==> config.mk <==
export PLATFORM = sky130hd
export DESIGN_NAME = dc_scan
export DESIGN_NICKNAME = d
export VERILOG_FILES = /design/src/rtl/dc_scan.sv
export SDC_FILE = /design/constraint.sdc
export NUM_CORES = 1
export LEC_CHECK = 0
export BUFFER_PORTS_ARGS = -buffer_cell sky130_fd_sc_hd__buf_2
export CAP_MARGIN = 20
export CELL_PAD_IN_SITES_DETAIL_PLACEMENT = 2
export CELL_PAD_IN_SITES_GLOBAL_PLACEMENT = 2
export CORE_MARGIN = 2
export CORE_UTILIZATION = 38
export DETAILED_ROUTE_END_ITERATION = 16
export PLACE_DENSITY_LB_ADDON = 0.15
export RECOVER_POWER = 50
export SYNTH_ARGS = -nofsm -noshare
export SYNTH_HDL_FRONTEND = slang
export SYNTH_SLANG_ARGS = --single-unit
==> constraint.sdc <==
create_clock -name iclk -period 2.6 [get_ports iclk]
set_input_delay 0.52 -clock iclk [delete_from_list [all_inputs] [get_ports iclk]]
set_output_delay 0.52 -clock iclk [all_outputs]
set_load 0.03 [all_outputs]
==> src/rtl/dc_scan.sv <==
// Digit-scan sequencer for a multiplexed 4-digit display, with per-slot blanking.
// Optional leading-zero blanking of the captured mask when DC_SCAN_LZB_EN is defined.
module dc_scan #(
  parameter int unsigned DIV   = 50000,
  parameter int unsigned BLANK = 1000
) (
  input  logic        iclk,
  input  logic        irst,
  input  logic [15:0] idata,
  input  logic [3:0]  imask,
  output logic [1:0]  oa,
  output logic        os,
  output logic [3:0]  onib,
  output logic        oframe
);

  localparam int unsigned CW = (DIV > 1) ? $clog2(DIV) : 1;
  localparam logic [CW-1:0] LAST = CW'(DIV - 1);

  logic [CW-1:0] r_cnt;
  logic [1:0]    r_idx;
  logic [15:0]   r_data;
  logic [3:0]    r_mask;
  logic          r_pend;
  logic [1:0]    r_oa;
  logic          r_os;
  logic [3:0]    r_onib;
  logic          r_oframe;

  logic [CW-1:0] w_cnt_nx;
  logic [1:0]    w_idx_nx;
  logic [15:0]   w_data_nx;
  logic [3:0]    w_mask_nx;
  logic [3:0]    w_mask_cap;
  logic [3:0]    w_nib_nx;
  logic          w_wrap;
  logic          w_start;
  logic          w_blank;
  logic          w_os_nx;

`ifdef DC_SCAN_LZB_EN
  logic [3:0] w_lz;
  // Suppress digits above the most significant non-zero nibble; digit 0 always lights.
  assign w_lz       = {|idata[15:12], |idata[15:8], |idata[15:4], 1'b1};
  assign w_mask_cap = imask & w_lz;
`else
  assign w_mask_cap = imask;
`endif

  if (BLANK == 0) begin : g_no_blank
    assign w_blank = 1'b0;
  end else begin : g_blank
    assign w_blank = (w_cnt_nx < CW'(BLANK));
  end

  always_comb begin
    w_wrap    = (r_cnt == LAST);
    w_start   = r_pend | (w_wrap & (r_idx == 2'd3));
    w_cnt_nx  = (w_start | w_wrap) ? '0 : r_cnt + CW'(1);
    w_idx_nx  = w_start ? 2'd0 : (w_wrap ? r_idx + 2'd1 : r_idx);
    w_data_nx = w_start ? idata : r_data;
    w_mask_nx = w_start ? w_mask_cap : r_mask;
    w_nib_nx  = w_data_nx[{w_idx_nx, 2'b00} +: 4];
    w_os_nx   = ~w_blank & w_mask_nx[w_idx_nx];
  end

  // Outputs are registered from next-state values so they align with the slot counter.
  always_ff @(posedge iclk or posedge irst) begin
    if (irst) begin
      r_cnt    <= '0;
      r_idx    <= 2'd0;
      r_data   <= 16'h0000;
      r_mask   <= 4'h0;
      r_pend   <= 1'b1;
      r_oa     <= 2'd0;
      r_os     <= 1'b0;
      r_onib   <= 4'h0;
      r_oframe <= 1'b0;
    end else begin
      r_cnt    <= w_cnt_nx;
      r_idx    <= w_idx_nx;
      r_data   <= w_data_nx;
      r_mask   <= w_mask_nx;
      r_pend   <= 1'b0;
      r_oa     <= w_idx_nx;
      r_os     <= w_os_nx;
      r_onib   <= w_nib_nx;
      r_oframe <= w_start;
    end
  end

  assign oa     = r_oa;
  assign os     = r_os;
  assign onib   = r_onib;
  assign oframe = r_oframe;

endmodule

== Yosys cells after proc, flatten, opt, wreduce, memory -nomap -nowiden ==
Cells that the tools add are included.

* Flip-flop bits (word level): 45
* Bits in latches: 0
* Memory bits (writable): 0
* Memory bits (read-only): 0
* Input port bits: 22
* Output and inout port bits: 8
* Logic and storage cells: 27
* Memories: 0

* $add $sub $neg: 2
* Multiply operators: 0
* Divide/modulo/power cells: 0
* Order comparisons: 2
* Equal/unequal tests: 2
* Shifts and indexed selects: 1
* Mux-type cells: 7
* Bitwise gates (word level): 5
* Reduce and logical (&&, ||, !) cells: 0

{| class="wikitable"
|+ Operators with widths
! cell !! number
|-
| two-way mux 16 bit || 2
|-
| adder 16 x 1 -> 16 bit, second input constant || 1
|-
| == test 16 bit, second input constant || 1
|-
| < comparator 16 x 10 -> 1 bit, second input constant || 1
|-
| indexed part select 16 x 5 -> 4 bit || 1
|-
| two-way mux 2 bit || 2
|-
| two-way mux 4 bit || 1
|-
| < comparator 2 x 3 -> 1 bit, second input constant || 1
|-
| adder 2 x 1 -> 2 bit, second input constant || 1
|-
| AND 1 bit || 2
|-
| binary-select mux 1 bit (select 2 bit) || 1
|-
| == test 2 bit, second input constant || 1
|-
| bitwise OR 1 bit || 2
|-
| two-way mux 1 bit || 1
|-
| inverter 1 bit || 1
|}

== Depth between registers and ports, before layout ==
* Word-level depth: 8
* Mapped depth: 8
* Mapped depth without buffers: 7

== Worst setup path before layout ==
OpenSTA, ideal clock, no wires.

* Kind: register -> register
* Start: register r_cnt[0]
* End: register r_onib[0] (netlist: onib[0])
* Setup time: 0.138 ns
* Arrival: 2.121 ns
* Data required time: 2.462 ns
* Path slack: 0.341 ns
* Cell stages (with the launch flop): 9
* Buffers on the path: 1
* Period minus slack after synthesis: 2.259 ns
* Cell sequence: dfrtp_1 -> ha_1 -> nand3_1 -> nor4_2 -> and2_4 -> a21oi_2 -> buf_6 -> mux2_4 -> mux4_2

* Longest elaborated chain between the ends: 5
* Elaborated cells between the ends (all ways): 7
* Those cells by class: eq/ne: 1; shift: 1; mux: 3; bitwise: 2

{| class="wikitable"
|+ RTL lines
! item !! RTL line !! RTL
|-
| start: declaration || 20 || <nowiki>logic [CW-1:0] r_cnt;</nowiki>
|-
| start signal: assignment || 80 || <nowiki>r_cnt <= w_cnt_nx;</nowiki>
|-
| == test 16 bit || 57 || <nowiki>w_wrap = (r_cnt == LAST);</nowiki>
|-
| AND 1 bit || 58 || <nowiki>w_start = r_pend | (w_wrap & (r_idx == 2'd3));</nowiki>
|-
| bitwise OR 1 bit || 58 ||
|-
| two-way mux 16 bit || 61 || <nowiki>w_data_nx = w_start ? idata : r_data;</nowiki>
|-
| via w_data_nx[0] || 32 || <nowiki>logic [15:0] w_data_nx;</nowiki>
|-
| indexed part select 16 x 5 -> 4 bit || 63 || <nowiki>w_nib_nx = w_data_nx[{w_idx_nx, 2'b00} +: 4];</nowiki>
|-
| via w_nib_nx[0] || 35 || <nowiki>logic [3:0] w_nib_nx;</nowiki>
|-
| end signal: assignment || 87 || <nowiki>r_onib <= w_nib_nx;</nowiki>
|-
| end: declaration || 27 || <nowiki>logic [3:0] r_onib;</nowiki>
|}

The timed path passes the listed nets, and every way through them passes these cells.

== Final worst setup path ==
* Start: register r_cnt[0]
* End: register r_onib[1] (netlist: onib[1])

Same word-level chain as after synthesis.

==> flow_summary.json <==
{
  "io_pins": 30,
  "endpoint_kind": "register",
  "antenna_found_initial": 0,
  "async_flop_share_pct": 100,
  "path_max_fanout": 21,
  "detail_route.wl_per_cell_um": 17.9,
  "die_area_um2": 6260,
  "synth_edf_count": 0,
  "min_from": "imask[1]",
  "final_nets": 237,
  "via_count": 1509,
  "cpMaxStageDelayCell": "mux4_2",
  "fmax_mhz": 419,
  "drc": 0,
  "rows": 27,
  "clock_path_buffers": 2,
  "grt_pass1_vias": 1762,
  "viasPerCell": 5.28,
  "start_util_pct": 39.2,
  "die_x_um": 79.1,
  "p_comb_share_pct": 9.7,
  "firstDrtPassIters": 4,
  "synth_top_area_cell": "dfrtp_1",
  "synthFlopType": "dfrtp_1",
  "maxCapViolations": 0,
  "p_leak_nw": 1.11,
  "rr_startpoint": "r_cnt[0]$_DFF_PP0_",
  "synth.most_common_cell": "dfrtp_1",
  "final_cells": 286,
  "crit_family": "multiplexers",
  "final_util_pct": 46.0,
  "n_antenna_cell": 0,
  "gp_congestion": 0.794,
  "status": "complete, no violations",
  "synthTopCellsByArea": "dfrtp_1, mux2_2, mux4_2, mux2_4, xor2_1",
  "coreArea_um2": 5470,
  "min_period_ps": 2390,
  "cts_tree": "yes",
  "synth.top_cells.by_count": "dfrtp_1, nor2_1, mux2_2, nand2_1, xor2_1",
  "dpl.hpwl_um": 3790,
  "post_cts.repair.setup_buffers": 0,
  "max_stage_delay_ps": 460,
  "hold_class": "primary input to register",
  "cts_hold_buffers": 0,
  "critPathLaunchType": "register",
  "vdd_drop_max_uv": 328,
  "numCtsBuffers": 5,
  "cp_cell_sequence": "ha_1 > nand3_1 > nor4_2 > and2_4 > a21oi_2 > buf_12 > mux2_2 > mux4_2",
  "numPlacedInstances": 278,
  "insertion_delay_ps": 310,
  "post_cts_resized": 0,
  "worstPathRequired_ps": 2780,
  "path_class": "register to register",
  "first_iter_violations": 23,
  "grt_pass1_wl_um": 8940,
  "yosysWarningCount": 0,
  "syn_area_per_cell_um2": 12.2,
  "grt.overflow.total": 0,
  "finalMaxSlewViolations": 0,
  "synth_seq_area_share_pct": 52.5,
  "maxSlewHeadroom_pct": 24.7,
  "rsz0062_at_grt": "false",
  "syn_to_final_growth_pct": 17.3,
  "wirelength_um": 5130,
  "final-hold-violation-count": 0,
  "ys_types": 43,
  "cts_root_buf": "clkbuf_8",
  "crit_buf_inv": 1,
  "drive_gt1_share_pct": 34.1,
  "grt_max_degree": 46,
  "h-tree-depth": 2,
  "power_switching_w": 0.000353,
  "grt.total_usage_pct": 19.0,
  "tns_ps": 0,
  "clkPwrFrac_pct": 35.1,
  "switching_share_pct": 25.5,
  "synth_fp_nets": 200,
  "ys_ff_latch": 45,
  "synthCells": 176,
  "period_share_pct": 91.9,
  "cp.arrival_ps": 2570,
  "tightest_slew_ps": 1130,
  "synth_top_cell_area_share_pct": 51.3,
  "antenna_left": 0,
  "fp.dieH_um": 79.1,
  "finClkSkew_ps": 7.32,
  "p_int_w": 0.00103,
  "clk_pin_slew_ps": 90,
  "cellPowerDensity_nw_per_um2": 550,
  "cts.sinks": 45,
  "portBuffers": 29,
  "synth_area_um2": 2150,
  "setup_violations": 0,
  "startpoint": "r_cnt[0]$_DFF_PP0_",
  "pwr-share-seq_pct": 55.2
}
==> worst register-to-register path: cells and delay by family (launching register included) <==
family | cells | cell delay, ps
muxes | 2 | 830
DFF | 1 | 420
and+or+nand+nor | 3 | 380
adders and majority gates | 1 | 250
buffers and inverters | 1 | 200
AOI/OAI and AO/OA | 1 | 190
==> layout by cell type, fill, tap and decap left out, types with 2 or more instances in the layout <==
cell	n
dfrtp_1	44
buf_2	27
nor2_1	15
nand2_1	10
mux2_2	10
xor2_1	9
nand3_1	7
buf_4	7
mux2_4	6
a21oi_1	6
clkbuf_8	6
mux4_2	5
mux2_1	5
nand2b_1	4
xnor2_1	4
and4_1	3
and3_1	3
inv_1	3
o21ai_0	3
nand4b_1	2
o22ai_1	2
nand4_1	2
or3_1	2
o2111ai_1	2
ha_1	2
clkbuf_1	2
==> kinds of logic (layout without fill, tap and decap cells) <==
family / count (synthesis) / count (layout) / share of synthesized area [%]
and+or+nand+nor: 57 / 57 / 14.8
other: 1 / 1 / 0.175
xor gates and xnor gates: 13 / 13 / 5.31
AOI/OAI and AO/OA: 20 / 20 / 6.18
buffers and inverters: 12 / 50 / 2.51
DFF: 45 / 45 / 52.5
muxes: 26 / 26 / 17.3
adders and majority gates: 2 / 2 / 1.17
==> power groups by stage <==
stage	Clock, W	Sequential, W	Combinational (W)
detailed placement	0	0.000778	0.000139
global route	0.000530	0.000771	0.000149
finish	0.000486	0.000764	0.000134
floorplan	0	0.000784	0.0000793
global placement	0	0.000774	0.000129
CTS	0.000505	0.000765	0.000139
==> registers in the layout, indices dropped and copies added, names as in the netlist <==
name / count
oframe: 1
oa: 2
os: 1
r_pend: 1
r_data: 16
r_mask: 4
r_cnt: 16
onib: 4
==> final cells by class <==
class / instances / area (um2)
Multi-Input combinational cell: 119 / 965
Timing Repair Buffer: 38 / 220
Clock inverter: 2 / 17.5
Clock buffer: 6 / 82.6
Tap cell: 72 / 90.1
Fill cell: 593 / 2960
Sequential cell: 45 / 1130
Inverter: 4 / 15.0
==> routing by layer <==
layer,share of wire [%],up-vias,global-route usage [%]
met5,0,-,0
met4,1.9,0,7.07
met3,3.2,9,4.32
met2,55,29,34.3
met1,40,777,21.7
li1,-,694,-
==> metrics by stage <==
step | cell area [um2] | total power, W | hold WS [ps] | worst slack, ps
after global placement | 2420 | 0.000903 | 461 | 299
after global routing | 2520 | 0.00145 | 414 | 74.0
after CTS | 2520 | 0.00141 | 366 | 196
after floorplan | 2150 | 0.000864 | 448 | 341
final | 2520 | 0.00138 | 423 | 212
after detailed placement | 2420 | 0.000917 | 485 | 221
==> final timing paths <==
| path | endpoint | slack [ps] | cells past startpoint |
|---|---|---|---|
| worst max-delay path | onib[1]$_DFF_PP0_ | 210 | 8 |
| worst min-delay path | r_mask[1]$_DFF_PP0_ | 420 | 2 |
| worst max register to register | onib[1]$_DFF_PP0_ | 210 | 8 |
| worst min register to register | r_mask[1]$_DFF_PP0_ | 500 | 1 |
| max in group asynchronous | r_mask[2]$_DFF_PP0_ | 1350 | 3 |
| min in group asynchronous | r_cnt[10]$_DFF_PP0_ | 550 | 3 |
(Power assumes the default switching activity.)
